<file path="src/rtl/layer_stats_if.sv">
// Bundle between the stats engine and its producer/consumer: request side
// (start, x), status (busy) and the held result with its valid/ready handshake.
interface layer_stats_if #(
    parameter int N  = 4,
    parameter int DW = 16
);
    // Handshake: start is sampled only while busy=0 and x is captured on that edge.
    // out_valid stays high with mean/stddev stable until out_valid && out_ready on a
    // rising edge. The accept is a single transfer and the engine is idle one cycle later.
    logic                 start;
    logic [N-1:0][DW-1:0] x;
    logic                 busy;
    logic [DW-1:0]        mean;
    logic [DW-1:0]        stddev;
    logic                 out_valid;
    logic                 out_ready;

    modport master (
        output start, x, out_ready,
        input  busy, mean, stddev, out_valid
    );

    modport slave (
        input  start, x, out_ready,
        output busy, mean, stddev, out_valid
    );
endinterface

</file>
<file path="src/rtl/layer_stats.sv">
// Sequential mean / standard deviation of an N-element signed Q8.8 vector:
// N accumulate cycles, one variance cycle, then a 16-step restoring square root.
module layer_stats #(
    parameter int N   = 4,
    parameter int DW  = 16,
    parameter int EPS = 1
) (
    input  logic          clk,
    input  logic          rst,
    layer_stats_if.slave  bus,
    output logic [2:0]    dbg_state
);
    localparam int LG = $clog2(N);
    localparam int SW = DW + LG;
    localparam int QW = 2 * DW + LG;

    typedef enum logic [2:0] {
        S_IDLE  = 3'd0,
        S_ACCUM = 3'd1,
        S_VAR   = 3'd2,
        S_SQRT  = 3'd3,
        S_DONE  = 3'd4
    } state_t;

    state_t state, state_nxt;

    logic [N-1:0][DW-1:0] xr;
    logic [LG-1:0]        idx;
    logic signed [SW-1:0] sum;
    logic [QW-1:0]        sumsq;
    logic signed [DW-1:0] m_r;
    logic [31:0]          rad_r;
    logic [17:0]          rem;
    logic [15:0]          root;
    logic [3:0]           cnt;
    logic [DW-1:0]        mean_r;
    logic [DW-1:0]        stddev_r;

    logic signed [DW-1:0]     cur;
    logic signed [2*DW-1:0]   sq;
    logic signed [DW-1:0]     m_c;
    logic [31:0]              ex2;
    logic signed [2*DW-1:0]   mm;
    logic signed [2*DW+1:0]   var_s;
    logic [31:0]              var_c;
    logic [32:0]              rad_w;
    logic [31:0]              rad_c;
    logic [19:0]              shifted;
    logic [19:0]              trial;
    logic                     ge;
    logic [17:0]              rem_nxt;
    logic [15:0]              root_nxt;
    logic [15:0]              sd_c;

    // Accumulate / variance arithmetic
    always_comb begin
        cur   = xr[idx];
        sq    = cur * cur;
        m_c   = DW'(sum >>> LG);
        ex2   = 32'(sumsq >> LG);
        mm    = m_c * m_c;
        var_s = $signed({2'b00, ex2}) - $signed({2'b00, mm});
        var_c = var_s[2*DW+1] ? 32'd0 : 32'(var_s);
        rad_w = {1'b0, var_c} + 33'(EPS);
        rad_c = rad_w[32] ? 32'hFFFF_FFFF : rad_w[31:0];
    end

    // One restoring square-root step: bring down two radicand bits, try 4*root+1
    always_comb begin
        shifted  = {rem, rad_r[31:30]};
        trial    = {2'b00, root, 2'b01};
        ge       = (shifted >= trial);
        rem_nxt  = ge ? 18'(shifted - trial) : 18'(shifted);
        root_nxt = {root[14:0], ge};
        if (root_nxt > 16'h7FFF)
            sd_c = 16'h7FFF;
        else if (root_nxt == 16'd0)
            sd_c = 16'd1;
        else
            sd_c = root_nxt;
    end

    always_ff @(posedge clk or posedge rst) begin
        if (rst)
            state <= S_IDLE;
        else
            state <= state_nxt;
    end

    always_comb begin
        state_nxt = state;
        case (state)
            S_IDLE:  if (bus.start) state_nxt = S_ACCUM;
            S_ACCUM: if (idx == LG'(N - 1)) state_nxt = S_VAR;
            S_VAR:   state_nxt = S_SQRT;
            S_SQRT:  if (cnt == 4'd15) state_nxt = S_DONE;
            S_DONE:  if (bus.out_ready) state_nxt = S_IDLE;
            default: state_nxt = S_IDLE;
        endcase
    end

    always_comb begin
        bus.busy      = (state != S_IDLE);
        bus.out_valid = (state == S_DONE);
        bus.mean      = mean_r;
        bus.stddev    = stddev_r;
        dbg_state     = state;
    end

    always_ff @(posedge clk or posedge rst) begin
        if (rst) begin
            xr       <= '0;
            idx      <= '0;
            sum      <= '0;
            sumsq    <= '0;
            m_r      <= '0;
            rad_r    <= '0;
            rem      <= '0;
            root     <= '0;
            cnt      <= '0;
            mean_r   <= '0;
            stddev_r <= '0;
        end else begin
            case (state)
                S_IDLE: begin
                    if (bus.start) begin
                        xr    <= bus.x;
                        sum   <= '0;
                        sumsq <= '0;
                        idx   <= '0;
                    end
                end
                S_ACCUM: begin
                    sum   <= sum + {{LG{cur[DW-1]}}, cur};
                    sumsq <= sumsq + {{LG{1'b0}}, sq};
                    idx   <= idx + 1'b1;
                end
                S_VAR: begin
                    m_r   <= m_c;
                    rad_r <= rad_c;
                    rem   <= '0;
                    root  <= '0;
                    cnt   <= '0;
                end
                S_SQRT: begin
                    rad_r <= rad_r << 2;
                    rem   <= rem_nxt;
                    root  <= root_nxt;
                    cnt   <= cnt + 1'b1;
                    if (cnt == 4'd15) begin
                        mean_r   <= m_r;
                        stddev_r <= sd_c;
                    end
                end
                default: ;
            endcase
        end
    end
endmodule

</file>
<file path="src/flat_wrapper.sv">
// flat-port wrapper written by rule: the top's interface ports become plain ports
module layer_stats_flat 
#(
    parameter int N   = 4,
    parameter int DW  = 16,
    parameter int EPS = 1
)
  (clk, rst, dbg_state, bus_start, bus_x, bus_out_ready, bus_busy, bus_mean, bus_stddev, bus_out_valid);
  layer_stats_if #(.N(N), .DW(DW)) bus_i ();
  input  logic clk;
  input  logic rst;
  output logic [2:0] dbg_state;
  input wire logic [$bits(bus_i.start)-1:0] bus_start;
  input wire logic [$bits(bus_i.x)-1:0] bus_x;
  input wire logic [$bits(bus_i.out_ready)-1:0] bus_out_ready;
  output wire logic [$bits(bus_i.busy)-1:0] bus_busy;
  output wire logic [$bits(bus_i.mean)-1:0] bus_mean;
  output wire logic [$bits(bus_i.stddev)-1:0] bus_stddev;
  output wire logic [$bits(bus_i.out_valid)-1:0] bus_out_valid;
  assign bus_i.start = bus_start;
  assign bus_i.x = bus_x;
  assign bus_i.out_ready = bus_out_ready;
  assign bus_busy = bus_i.busy;
  assign bus_mean = bus_i.mean;
  assign bus_stddev = bus_i.stddev;
  assign bus_out_valid = bus_i.out_valid;
  layer_stats #(.N(N), .DW(DW), .EPS(EPS)) u_core (.clk(clk), .rst(rst), .bus(bus_i), .dbg_state(dbg_state));
endmodule
</file>
<file path="config.mk">
export PLATFORM = sky130hd
export DESIGN_NAME = layer_stats_flat
export DESIGN_NICKNAME = d
export VERILOG_FILES = /design/src/rtl/layer_stats_if.sv /design/src/rtl/layer_stats.sv /design/src/flat_wrapper.sv
export SDC_FILE = /design/constraint.sdc
export NUM_CORES = 2
export LEC_CHECK = 0
export ABC_CLOCK_PERIOD_IN_PS = 12100
export CAP_MARGIN = 20
export CORE_ASPECT_RATIO = 0.6
export CORE_MARGIN = 2
export CORE_UTILIZATION = 61
export CTS_CLUSTER_DIAMETER = 60
export DETAILED_ROUTE_END_ITERATION = 10
export PLACE_DENSITY = 0.79
export SYNTH_ARGS = -nofsm -noshare
export SYNTH_HDL_FRONTEND = slang
export SYNTH_SLANG_ARGS = --single-unit
</file>
<file path="constraint.sdc">
create_clock -name clk -period 12.1 [get_ports clk]
set_input_delay 1.21 -clock clk [delete_from_list [all_inputs] [get_ports clk]]
set_output_delay 1.21 -clock clk [all_outputs]
set_load 0.005 [all_outputs]
</file>
Word-level counts from Yosys, hierarchy flattened
Cells that the tools add are included.

storage, ports and cells
  output and inout port bits = 37
  input bits = 68
  word-level logic and storage cells = 68
  register bits = 239

operators by class
  equal/unequal tests = 10
  reduce and logical (&&, ||, !) cells = 9
  multiplexer cells = 22
  $lt $le $gt $ge = 3
  multiply operators = 2
  $add $sub $neg = 7

operators by type and width
  operator                                               count
  case mux 18 bit (2 select lines)                       2
  case mux 34 bit (2 select lines)                       1
  multiplier 16 x 16 -> 32 bit                           2
  two-way mux 32 bit                                     2
  case mux 32 bit (2 select lines)                       1
  two-way mux 16 bit                                     3
  two-way mux 18 bit                                     2
  adder 34 x 32 -> 34 bit                                1
  two-way mux 34 bit                                     1
  adder 32 x 1 -> 33 bit (second input constant)         1
  subtractor 32 x 32 -> 33 bit                           1
  binary-select mux 16 bit (select 2 bit)                1
  case mux 16 bit (2 select lines)                       1
  >= comparator 20 x 18 -> 1 bit                         1
  adder 18 bit                                           1
  subtractor 18 bit                                      1
  > comparator 16 x 15 -> 1 bit (second input constant)  1
  logical NOT 16 bit                                     1
  case mux 3 bit (5 select lines)                        1
  two-way mux 3 bit                                      4
  case mux 4 bit (2 select lines)                        1
  equality test 3 x 2 -> 1 bit (second input constant)   2
  AND reduction 2 bit                                    3
  adder 4 x 1 -> 4 bit (second input constant)           1
  other kinds (14)                                       17

Depth between registers and ports, before layout
  depth in word-level cells = 6
  depth in mapped cells = 43
  gate-level depth less buffers = 41

Worst setup path after synthesis
OpenSTA, ideal clock, no wires.

  kind = register -> register
  start = register u_core.idx[1]
  end = register u_core.sumsq[30]
  slack = 2,297 ps
  library setup time = 133 ps
  arrival = 9,670 ps
  data required time = 11,967 ps
  stages on the path, launching flop included = 42
  cell sequence = dfrtp_1 > clkbuf_1 > buf_1 > clkbuf_1 > mux2i_1 > nand2_1 > o21ai_1 > clkinv_1 > nand2_1 > inv_1 > fa_1 > inv_1 > fa_1 > fa_1 > fa_1 > inv_1 > fa_1 > fa_1 > [... 6 more ...] > o21ai_0 > a21oi_1 > o21a_1 > o31ai_1 > or4b_2 > o311ai_0 > ha_1 > a21oi_1 > nor2b_1 > o21ai_0 > nand2_1 > a21oi_1 > nor2_1 > o21ai_0 > nand2b_1 > a221oi_1 > xor2_1 > o21ai_0

between the ends
  word-level cells in the longest chain between the ends = 5

RTL lines
  what                                      line                text
  start: declaration                        layer_stats.sv:28   logic [LG-1:0] idx;
  start signal: assignment                  layer_stats.sv:136  idx <= idx + 1'b1;
  binary-select mux 16 bit (select 2 bit)   layer_stats.sv:57   cur = xr[idx];
  two-way mux 16 bit (not written as such)  layer_stats.sv:57
  multiplier 16 x 16 -> 32 bit              layer_stats.sv:58   sq = cur * cur;
  adder 34 x 32 -> 34 bit                   layer_stats.sv:135  sumsq <= sumsq + {{LG{1'b0}}, sq};
  case mux 34 bit (2 select lines)          layer_stats.sv:124  case (state)
  end signal: assignment                    layer_stats.sv:135
  end: declaration                          layer_stats.sv:30   logic [QW-1:0] sumsq;

Every way passes these cells. The select of a mux whose other input is x is not followed.
A chain may end at the register's enable or synchronous reset.

Worst setup path after layout
Same ends and word-level chain as after synthesis.

==> metrics.md <==
| Metric | Value |
|---|---|
| Status | `finished clean` |
| DRC errors left | `0` |
| Crit path DAT | `11.29 ns` |
| Met1 Use GR | `49.0%` |
| Fraction of final layout cells with drive strength greater than 1 | `6.18%` |
| Ports | `105` |
| Routed len/inst | `19.0 um` |
| Final antenna-violating net count | `0` |
| Sequential-to-total area share from yosys stat | `17.9%` |
| Via/cell ratio | `5.83` |
| First-pass DRT Iterations | `7` |
| Cell Area, Synth | `0.0333 mm2` |
| Total grt overflow | `0` |
| Vias in the first global route | `26,000` |
| Syn avg cell area | `9.02 um2` |
| Core area | `0.0541 mm2` |
| # setup viols final | `0` |
| N_diodes | `0` |
| CTS Buf Count | `26` |
| Worst hold path type | `reg2reg` |
| Input/output buffers | `104` |
| Nets | `4,566` |
| Pre-CTS setup slack | `1.33 ns` |
| Die Ht | `185 um` |
| Hold path cells | `2` |
| Synth async-reset ratio | `100%` |
| Required @ worst endpoint | `12.53 ns` |
| Post-DP HPWL | `68.4 mm` |
| Initial Utilization | `61.6%` |
| Critical R2R Capture | `u_core.sumsq[30]$_DFFE_PP0P_` |
| Least-Margin Pin Slew | `1.13 ns` |
| Clock Skew | `0.0283 ns` |
| Critical register-to-register path startpoint | `u_core.idx[1]$_DFFE_PP0P_` |
| Maxcap violations | `0` |
| Synth Warn # | `0` |
| First-pass GRT wire length | `139 mm` |
| DP Area | `0.0351 mm2` |
| Root Buffer | `clkbuf_16` |
| Cell Count, Final, Fillers Out | `4,482` |
| Yosys reg bits | `239` |
| GRT met3 Usage | `8.43%` |
| Layout filler cell count | `4,222` |
| Critical path capture point type | `flop` |
| Clk sinks | `239` |
| Post-synth EDFFs | `0` |
| R2r setup slk | `1.23 ns` |
| TritonCTS clock tree | `yes` |
| Slowest-stage cell, CP | `o21ai_1` |
| Critical path fanouts, max | `12` |
| Layout area overhead | `8.40%` |
| Most frequent cells in the layout | `inv_1, fa_1, nand2_1, ha_1, dfrtp_1` |
| Placed Cells | `4,433` |
| Fmax | `92.0 MHz` |
| Cell mode on critical path | `fa_1` |
| Final hold viol count | `0` |
| Global routing usage on met2 | `42.9%` |
| Initial DRC count | `2,691` |
| Hold wc startpoint | `u_core.rad_r[1]$_DFFE_PP0N_` |
| Post-synth top flop | `dfrtp_1` |
| Unique cell type count in the Yosys netlist | `81` |
| Final critical-path required period | `10.87 ns` |
| Largest net degree at the start of global routing | `100` |
| Setup CP Type | `reg2reg` |
| Critical Path Max Stage Delay | `0.74 ns` |
| GRT busiest layer | `met1` |
| Fin. max-slew vios | `0` |
| Worst Hold Path EP | `u_core.rad_r[1]$_DFFE_PP0N_` |
| Post-CTS Hold Fix Bufs | `0` |
| H-tree depth | `1` |
| Synthesized netlist cell count | `3,696` |
| Relative slew slack | `24.4%` |
| Die X | `306 um` |
| Post-cts resize count | `0` |
| RSZ-0062 raised after global routing | `no` |
| Longest Clk Path Bufs | `3` |
| Startpoint type of the worst setup path | `flop` |
| Clk pin slew, worst setup/hold paths | `0.07 ns` |
| Initial antenna violation count | `0` |
| Final TNS setup | `0 ns` |
| Final worst-path cycle share | `89.8%` |
| Routed WL | `85.1 mm` |
| Most common cell after layout, fill and taps aside | `inv_1` |
| Post-CTS Setup Inserts | `0` |
| Gr usage total | `31.0%` |
| Vias post-DR | `26,100` |
| Final WS setup | `1.23 ns` |
| Worst reg-to-reg path cell count | `37` |
| Later-pin clock latency in the skew report | `0.58 ns` |
| Row count | `66` |
| Die footprint | `0.0566 mm2` |
| Post-synth net total | `4,514` |
| GP Congestion | `1.05` |
| Finished Cell Area | `0.0361 mm2` |
routing by layer:
layer  share of wire [%]  vias to the layer above
met5               0.052                        -
met4                 1.4                        2
met3                  11                       93
met2                  41                     1140
met1                  47                    12800
li1                    -                    12100
worst max-delay path, delay by kind of cell, from the launching register on:
kind | cells | cell delay, ns
buf+inv | 5 | 1.09
fa+ha+maj | 8 | 3.61
xor+xnor | 1 | 0.16
flops | 1 | 0.71
compound gates | 14 | 3.27
simple gates | 8 | 1.50
mux | 1 | 0.36
flip-flops by register name, summed over array words and instances, names as in the netlist:
register / flops
u_core.rem: 18
u_core.root: 16
u_core.bus.mean: 16
u_core.sum: 18
u_core.idx: 2
u_core.bus.stddev: 16
u_core.sumsq: 34
u_core.xr: 64
u_core.dbg_state: 3
u_core.cnt: 4
u_core.m_r: 16
u_core.rad_r: 32
per-stage QoR:
step	utilization [%]	hold slack, ns
finish	66.8	0.465
global route	66.8	0.499
CTS	66.8	0.472
detailed placement	65.0	0.458
global placement	65.0	0.446
floorplan	-	0.433
layout make-up:
| class | count | area [um2] | share of cell area, % |
|---|---|---|---|
| multi-input cells | 2639 | 24300 | 67.2 |
| flip-flops and latches | 239 | 5980 | 16.5 |
| inverters | 698 | 2630 | 7.27 |
| repair buffers | 144 | 1360 | 3.77 |
| well taps | 714 | 893 | 2.47 |
| clock buffers | 31 | 689 | 1.91 |
| clock inverters | 17 | 288 | 0.796 |
cells in the mapped netlist, drive strengths merged (16+ instances only):
master,instances,area (um2)
and2,46,288
a21o,47,353
and3,27,169
nand3,97,485
or3,38,238
a31oi,20,125
o31ai,21,171
buf,25,109
nor3,51,267
mux2i,37,370
xor2,53,464
nand2b,30,188
nand4,16,106
a21oi,172,898
o21ai,224,1120
nor2b,24,150
ha,276,3450
dfrtp,239,5980
nor2,212,798
inv,687,2580
xnor2,118,1030
mux2,100,1130
a211oi,17,133
fa,474,9490
nand2,351,1320
clkbuf,95,358
o21a,24,180
kinds of logic (layout without fill, tap and decap cells):
logic type	count (synthesis)	count (layout)	share of synthesized area, %
compound gates	633	633	11.7
mux	137	137	4.49
flops	239	239	17.9
simple gates	948	948	13.3
buf+inv	818	890	9.26
xor+xnor	171	171	4.49
fa+ha+maj	750	750	38.8
how the worst max path moves through the flow:
stage                     slack [ns]                       from                      endpoint
final                           1.23  u_core.idx[1]$_DFFE_PP0P_  u_core.sumsq[30]$_DFFE_PP0P_
after global routing            0.54  u_core.idx[1]$_DFFE_PP0P_  u_core.sumsq[30]$_DFFE_PP0P_
after global placement          1.59  u_core.idx[1]$_DFFE_PP0P_  u_core.sumsq[30]$_DFFE_PP0P_
after detailed placement        1.33  u_core.idx[1]$_DFFE_PP0P_  u_core.sumsq[30]$_DFFE_PP0P_
after CTS                       1.30  u_core.idx[1]$_DFFE_PP0P_  u_core.sumsq[30]$_DFFE_PP0P_
after floorplan                 2.30  u_core.idx[1]$_DFFE_PP0P_  u_core.sumsq[30]$_DFFE_PP0P_
Power is left out: the tool's default activity adds up to more than one toggle a clock period on the data nets, which glitch-free logic cannot reach.
